## src/rtl/keypad_scan.sv

```systemverilog
// 4x4 matrix keypad scanner. It drives the columns one at a time (active-low), debounces a single-key
// press and the later release on a prescaled scan tick, and reports each accepted key exactly once.
module keypad_scan #(
  parameter int SCAN_DIV       = 1000,
  parameter int DEBOUNCE_TICKS = 4
) (
  input  logic       clk,
  input  logic       rst,
  input  logic [3:0] ROWS,
  output logic [3:0] COLSEL,
  output logic [3:0] KEYCODE,
  output logic       KEY_VALID,
  output logic       KEY_DOWN,
  output logic [1:0] state_o
);

  localparam int DIV_W = (SCAN_DIV > 2) ? $clog2(SCAN_DIV) : 1;
  localparam int CNT_W = $clog2(DEBOUNCE_TICKS + 1);

  typedef enum logic [1:0] {
    S_SCAN    = 2'd0,
    S_DEBOUNCE = 2'd1,
    S_HELD    = 2'd2,
    S_RELEASE = 2'd3
  } state_t;

  state_t           state_q;
  logic [DIV_W-1:0] div_q, div_d;
  logic [CNT_W-1:0] cnt_q, cnt_inc;
  logic [1:0]       col_q, col_inc, cap_row_q;
  logic [3:0]       colsel_q, cap_rows_q, keycode_q;
  logic             key_valid_q, key_down_q;
  logic             tick, single_low, cnt_done;
  logic [1:0]       row_idx;
  logic [3:0]       rows_low;

  // The tick is high in the last cycle of each SCAN_DIV-cycle period.
  assign tick = (div_q == DIV_W'(SCAN_DIV - 1));

  always_comb begin
    div_d = div_q + DIV_W'(1);
    if (tick) div_d = '0;
  end

  always_comb begin
    rows_low   = ~ROWS;
    single_low = (rows_low != 4'h0) && ((rows_low & (rows_low - 4'h1)) == 4'h0);
    row_idx    = 2'd0;
    case (rows_low)
      4'b0010: row_idx = 2'd1;
      4'b0100: row_idx = 2'd2;
      4'b1000: row_idx = 2'd3;
      default: row_idx = 2'd0;
    endcase
  end

  assign cnt_inc  = cnt_q + CNT_W'(1);
  assign cnt_done = (cnt_inc == CNT_W'(DEBOUNCE_TICKS));
  assign col_inc  = col_q + 2'd1;

  always_ff @(posedge clk) begin
    if (rst) div_q <= '0;
    else     div_q <= div_d;
  end

  // KEY_VALID is a one-cycle strobe with no back-pressure: it is high for exactly the cycle after a
  // press is accepted, and KEYCODE holds that key until the next accepted press.
  always_ff @(posedge clk) begin
    if (rst) begin
      state_q     <= S_SCAN;
      col_q       <= 2'd0;
      colsel_q    <= 4'b1110;
      cnt_q       <= '0;
      cap_rows_q  <= 4'hF;
      cap_row_q   <= 2'd0;
      keycode_q   <= 4'h0;
      key_valid_q <= 1'b0;
      key_down_q  <= 1'b0;
    end else begin
      key_valid_q <= 1'b0;
      if (tick) begin
        case (state_q)
          S_SCAN: begin
            if (single_low) begin
              cap_rows_q <= ROWS;
              cap_row_q  <= row_idx;
              cnt_q      <= CNT_W'(1);
              state_q    <= S_DEBOUNCE;
            end else begin
              col_q    <= col_inc;
              colsel_q <= ~(4'b0001 << col_inc);
            end
          end
          S_DEBOUNCE: begin
            if (ROWS == cap_rows_q) begin
              if (cnt_done) begin
                keycode_q   <= {cap_row_q, col_q};
                key_valid_q <= 1'b1;
                key_down_q  <= 1'b1;
                cnt_q       <= '0;
                state_q     <= S_HELD;
              end else begin
                cnt_q <= cnt_inc;
              end
            end else begin
              cnt_q    <= '0;
              col_q    <= col_inc;
              colsel_q <= ~(4'b0001 << col_inc);
              state_q  <= S_SCAN;
            end
          end
          S_HELD: begin
            // Any pattern other than all-high, including a second key, keeps the key held.
            if (ROWS == 4'hF) begin
              cnt_q   <= CNT_W'(1);
              state_q <= S_RELEASE;
            end
          end
          S_RELEASE: begin
            if (ROWS == 4'hF) begin
              if (cnt_done) begin
                key_down_q <= 1'b0;
                cnt_q      <= '0;
                col_q      <= col_inc;
                colsel_q   <= ~(4'b0001 << col_inc);
                state_q    <= S_SCAN;
              end else begin
                cnt_q <= cnt_inc;
              end
            end else begin
              cnt_q   <= '0;
              state_q <= S_HELD;
            end
          end
          default: state_q <= S_SCAN;
        endcase
      end
    end
  end

  assign COLSEL    = colsel_q;
  assign KEYCODE   = keycode_q;
  assign KEY_VALID = key_valid_q;
  assign KEY_DOWN  = key_down_q;
  assign state_o   = state_q;

endmodule

```

## config.mk

```make
export PLATFORM = sky130hd
export DESIGN_NAME = keypad_scan
export DESIGN_NICKNAME = d
export VERILOG_FILES = /design/src/rtl/keypad_scan.sv
export SDC_FILE = /design/constraint.sdc
export NUM_CORES = 1
export LEC_CHECK = 0
export ABC_AREA = 1
export BUFFER_PORTS_ARGS = -buffer_cell sky130_fd_sc_hd__buf_2
export CORE_ASPECT_RATIO = 0.75
export CORE_MARGIN = 3
export CORE_UTILIZATION = 45
export DETAILED_ROUTE_END_ITERATION = 10
export GPL_TIMING_DRIVEN = 0
export SLEW_MARGIN = 5
export SYNTH_ARGS = -nofsm -noshare
export SYNTH_HDL_FRONTEND = slang
export SYNTH_SLANG_ARGS = --single-unit
```

## constraint.sdc

```tcl
create_clock -name clk -period 1.75 [get_ports clk]
set_input_delay 0.0875 -clock clk [delete_from_list [all_inputs] [get_ports clk]]
set_output_delay 0.0875 -clock clk [all_outputs]
set_load 0.03 [all_outputs]
```

=== Word-level counts from Yosys, hierarchy flattened ===
Cells that the tools add are included.

* Input port bits: 6
* Register bits after elaboration: 33
* Output and inout port bits: 12

* Eq/ne operators: 20
* Reduce and logical (&&, ||, !) cells: 14
* Mux-type cells: 30
* Shift operators: 1
* Bitwise gates (word level): 6
* Add/sub/neg operators: 4

{| class="wikitable"
|+ Operator list
! operator !! count
|-
| 2-to-1 mux 2 bit || 10
|-
| 2-to-1 mux 4 bit || 4
|-
| inequality test 2 bit (second input constant) || 8
|-
| 2-to-1 mux 3 bit || 5
|-
| one-hot mux 2 bit (3 select lines) || 2
|-
| one-hot mux 3 bit (4 select lines) || 1
|-
| one-hot mux 4 bit (3 select lines) || 1
|-
| AND reduction 6 bit || 2
|-
| adder 10 x 1 -> 10 bit (second input constant) || 1
|-
| equality test 10 bit (second input constant) || 1
|-
| equality test 4 bit (second input constant) || 2
|-
| inverter 4 bit || 2
|-
| one-hot mux 2 bit (4 select lines) || 1
|-
| inequality test 3 bit (second input constant) || 2
|-
| AND reduction 3 bit || 2
|-
| 2-to-1 mux 1 bit || 5
|-
| AND reduction 5 bit || 1
|-
| AND 4 bit || 1
|-
| equality test 2 bit (second input constant) || 2
|-
| equality test 4 x 2 -> 1 bit (second input constant) || 1
|-
| equality test 4 x 3 -> 1 bit (second input constant) || 1
|-
| equality test 4 bit || 1
|-
| logical NOT 4 bit || 1
|-
| AND reduction 4 bit || 1
|-
| other kinds (15) || 17
|}

=== Logic depth before layout (Yosys ltp) ===
* Depth in word-level cells: 7
* Depth in mapped cells: 11
* Depth with buffers taken out: 11

=== Worst setup path after synthesis ===
Ideal clock, no wire load.

* Kind: register to register
* Start point: register div_q[0]
* End point: register colsel_q[1] (netlist: COLSEL[1])
* Slack: 0.272 ns
* Library setup time: 0.130 ns
* Path buffers: 0
* Arrival time: 1.348 ns
* Stages on the path, launching flop included: 11
* Cell sequence: dfxtp_1 > ha_1 > nand2_1 > nor2_1 > nand3_2 > clkinv_1 > nand3_2 > nor2_8 > inv_2 > nand2_1 > nand3_1

* Word-level cells in the longest chain between the ends: 2

{| class="wikitable"
|+ Ends and longest elaborated chain
! item !! RTL line !! text
|-
| start, declared || 28 || <nowiki>logic [DIV_W-1:0] div_q, div_d;</nowiki>
|-
| start signal, assigned || 63 || <nowiki>else div_q <= div_d;</nowiki>
|-
| equality test 10 bit || 38 || <nowiki>assign tick = (div_q == DIV_W'(SCAN_DIV - 1));</nowiki>
|-
| AND reduction 6 bit (no source line) || n/a ||
|-
| end signal, assigned || 91 || <nowiki>colsel_q <= ~(4'b0001 << col_inc);</nowiki>
|-
| end signal, assigned || 108 || <nowiki>colsel_q <= ~(4'b0001 << col_inc);</nowiki>
|-
| end signal, assigned || 125 || <nowiki>colsel_q <= ~(4'b0001 << col_inc);</nowiki>
|-
| end, declared || 31 || <nowiki>logic [3:0] colsel_q, cap_rows_q, keycode_q;</nowiki>
|}

Every way passes these cells.
A chain may end at the register's enable or synchronous reset.

=== Worst setup path in the final report ===
* Start point: register cnt_q[0]
* End point: register col_q[1]

* Word-level cells in the longest chain between the ends: 4

{| class="wikitable"
|+ Ends and longest elaborated chain
! item !! RTL line !! text
|-
| start, declared || 29 || <nowiki>logic [CNT_W-1:0] cnt_q, cnt_inc;</nowiki>
|-
| start signal, assigned || 103 || <nowiki>cnt_q <= cnt_inc;</nowiki>
|-
| start signal, assigned || 128 || <nowiki>cnt_q <= cnt_inc;</nowiki>
|-
| adder 3 x 1 -> 3 bit || 57 || <nowiki>assign cnt_inc = cnt_q + CNT_W'(1);</nowiki>
|-
| equality test 3 bit || 58 || <nowiki>assign cnt_done = (cnt_inc == CNT_W'(DEBOUNCE_TICKS));</nowiki>
|-
| inequality test 2 bit (no source line) || n/a ||
|-
| AND reduction 6 bit (no source line) || n/a ||
|-
| end signal, assigned || 90 || <nowiki>col_q <= col_inc;</nowiki>
|-
| end signal, assigned || 107 || <nowiki>col_q <= col_inc;</nowiki>
|-
| end signal, assigned || 124 || <nowiki>col_q <= col_inc;</nowiki>
|-
| end, declared || 30 || <nowiki>logic [1:0] col_q, col_inc, cap_row_q;</nowiki>
|}

Every way passes these cells.

==> impl_metrics.ini <==
[outcome]
status = complete, no violations

[logic_synthesis]
yosysSeqAreaShare = 0.397
ys_ff_latch = 33
post_synth_num_cell_types = 25
syn_nets = 255
synthFlopType = dfxtp_1
synth_edf_count = 0
async_reset_ff_frac = 0
syn_avg_cell_area_um2 = 6.88
syn_area_mm2 = 0.00166
syn_inst = 242
yosysWarnings = 0

[grt]
grt_pass1_wl_um = 5530
grt_pass1_vias = 1234
grtUsageTotal = 0.158
gr-total-overflow = 0
grt_antenna_before_repair = 0
grt_max_degree = 11

[setup_path]
worst_setup_path_end_kind = flop
worstPathArrival_ns = 1.84
cp_cell_sequence = ha_1, inv_1, nand2_1, nand3_1, nand2_1, nand3_4, nor2_8, buf_4, nor2_1, nor2_1
r2r_cells = 10
critPathTopFamily = simple AND/OR/NAND/NOR gates
crit_fanout = 5
required_ns = 1.98
worst-path-buf-inv = 2
worstSetupPathType = flop to flop
cp_slowest_stage_delay_ns = 0.38
cp_num_cells = 10
worstSetupStartpointType = flop
critPathSlowestCell = dfxtp_1

[route]
wl_per_cell_um = 10.2
vias_per_cell = 4.47
met1_length_um = 1860
dr.pass1.iters = 4
dr_wl_met2_um = 1240
top_layer = met4
wl_met3_um = 118
num_vias = 1431
drt_iter0_drc = 61
drc_errors = 0
antenna_left = 0
drt_wl_total_um = 3270

[place]
gp_congestion = 0.753
port_buffers = 17
postPlaceCellArea_mm2 = 0.00181
dp_hpwl_um = 2380
post-place-ws_ns = 0.0694

[timing]
maxSlewHeadroom = 0.663
hold_viol = 0
fin_setup_tns_ns = 0
drv_slew = 0
skew_ns = 0.00449
grt_setup_unrepaired = yes
fmax_mhz = 619
fin_ws_ns = 0.135
setup_viol = 0
fin_crit_ns = 1.61
fin_crit_sh = 0.923
worst_hold_slack_ns = 0.0523
tightest_slew_ns = 0.505

[die]
die_h_um = 58.7
dieArea_mm2 = 0.00447
initial_utilization = 0.486
core_mm2 = 0.00342
rows = 18
fp.dieW_um = 76.2
pin_count = 18

[cts]
cts_tree = done
clock_sinks = 33
path_clk_slew_ns = 0.07
clk_path_buf_depth = 2
hold_buffers = 0
cts_buffers = 5
htree_num_levels = 2
cts-root-buf = clkbuf_8
clk_latency_ns = 0.28

[worst_hold_path]
hp-class = input pin to flop
hold_path_depth = 2

[flow_run]
maxCapViolCount = 0

[power]
peakVddDrop_mv = 0.538
p_leak_nw = 0.868
p_per_area_mw_per_mm2 = 714

[cells_and_area]
area_growth_syn_to_layout_pct = 16.2
mostFrequentLayoutCells = nand2_1 (61), nor2_1 (42), dfxtp_1 (33), inv_1 (30), buf_2 (17)
layout-drive-gt1-share = 0.174
fin_util = 0.565
layout_commonest_cell = nand2_1
final_area_mm2 = 0.00193
diodes = 0
nets = 282
-- where the power goes --
group	switching [mW]	internal [mW]	leakage, nW	total (mW)
registers	0.00479	0.757	0.267	0.761
clock network	0.278	0.275	0.0450	0.553
logic	0.0440	0.0216	0.557	0.0657
total	0.327	1.05	0.868	1.38
-- timing repair --
item                                    4_1_cts  5_1_grt
resized for setup                             0        4
buffers inserted                              0        2
endpoints found under the setup margin        0       16
-- cell families after synthesis --
family | Yosys count | share of synthesized area
and+or+nand+nor | 137 | 0.362
buffers and inverters | 37 | 0.0880
DFF | 33 | 0.397
AOI/OAI and AO/OA | 26 | 0.0895
adders and majority gates | 7 | 0.0526
xor gates and xnor gates | 2 | 0.0105
-- state kept, by name, summed over array words and instances (netlist names) --
name        cells
COLSEL          4
KEY_DOWN        1
div_q          10
col_q           2
state_o         2
cnt_q           3
cap_rows_q      4
cap_row_q       2
KEY_VALID       1
KEYCODE         4
-- synth_stat cells (2+ instances only) --
cell	instances	area, um^2
nand3_2	3	30.0
o211ai_1	4	30.0
inv_2	2	7.51
nor3b_1	2	15.0
nand3_1	12	60.1
nor2_2	4	25.0
a21oi_1	15	75.1
ha_1	7	87.6
nor3_1	5	25.0
nand2_2	4	25.0
clkinv_1	2	7.51
nand2_1	61	229
inv_1	31	116
o21bai_1	2	15.0
o21ai_0	4	20.0
nor2_1	43	161
dfxtp_1	33	661
-- layout make-up --
type | instances | area (um^2)
Fill cell | 345 | 1490
Multi-Input combinational cell | 173 | 881
Sequential cell | 33 | 661
Inverter | 35 | 131
Timing Repair Buffer | 19 | 100
Clock buffer | 6 | 72.6
Tap cell | 50 | 62.6
Buffer | 2 | 15.0
Clock inverter | 2 | 10.0
-- path summary, 6_finish.rpt --
check | start | endpoint | slack, ns
setup reg to reg | cnt_q[0] | col_q[1] | 0.14
setup / recovery | cnt_q[0] | col_q[1] | 0.14
hold / removal | rst | cap_row_q[0] | 0.05
hold reg to reg | div_q[0] | div_q[0] | 0.45
-- layer usage --
layer | track usage | vias up
met5 | 0 | -
met4 | 0.0620 | 0
met3 | 0.0489 | 7
met2 | 0.227 | 14
met1 | 0.222 | 601
li1 | - | 809
-- metrics by stage --
step	std cells	power, mW
final	320	1.38
after CTS	317	1.40
after global placement	309	0.843
after floorplan	242	0.818
after detailed placement	309	0.843
after global routing	320	1.44
No activity file was read; power rests on OpenSTA's default activity.
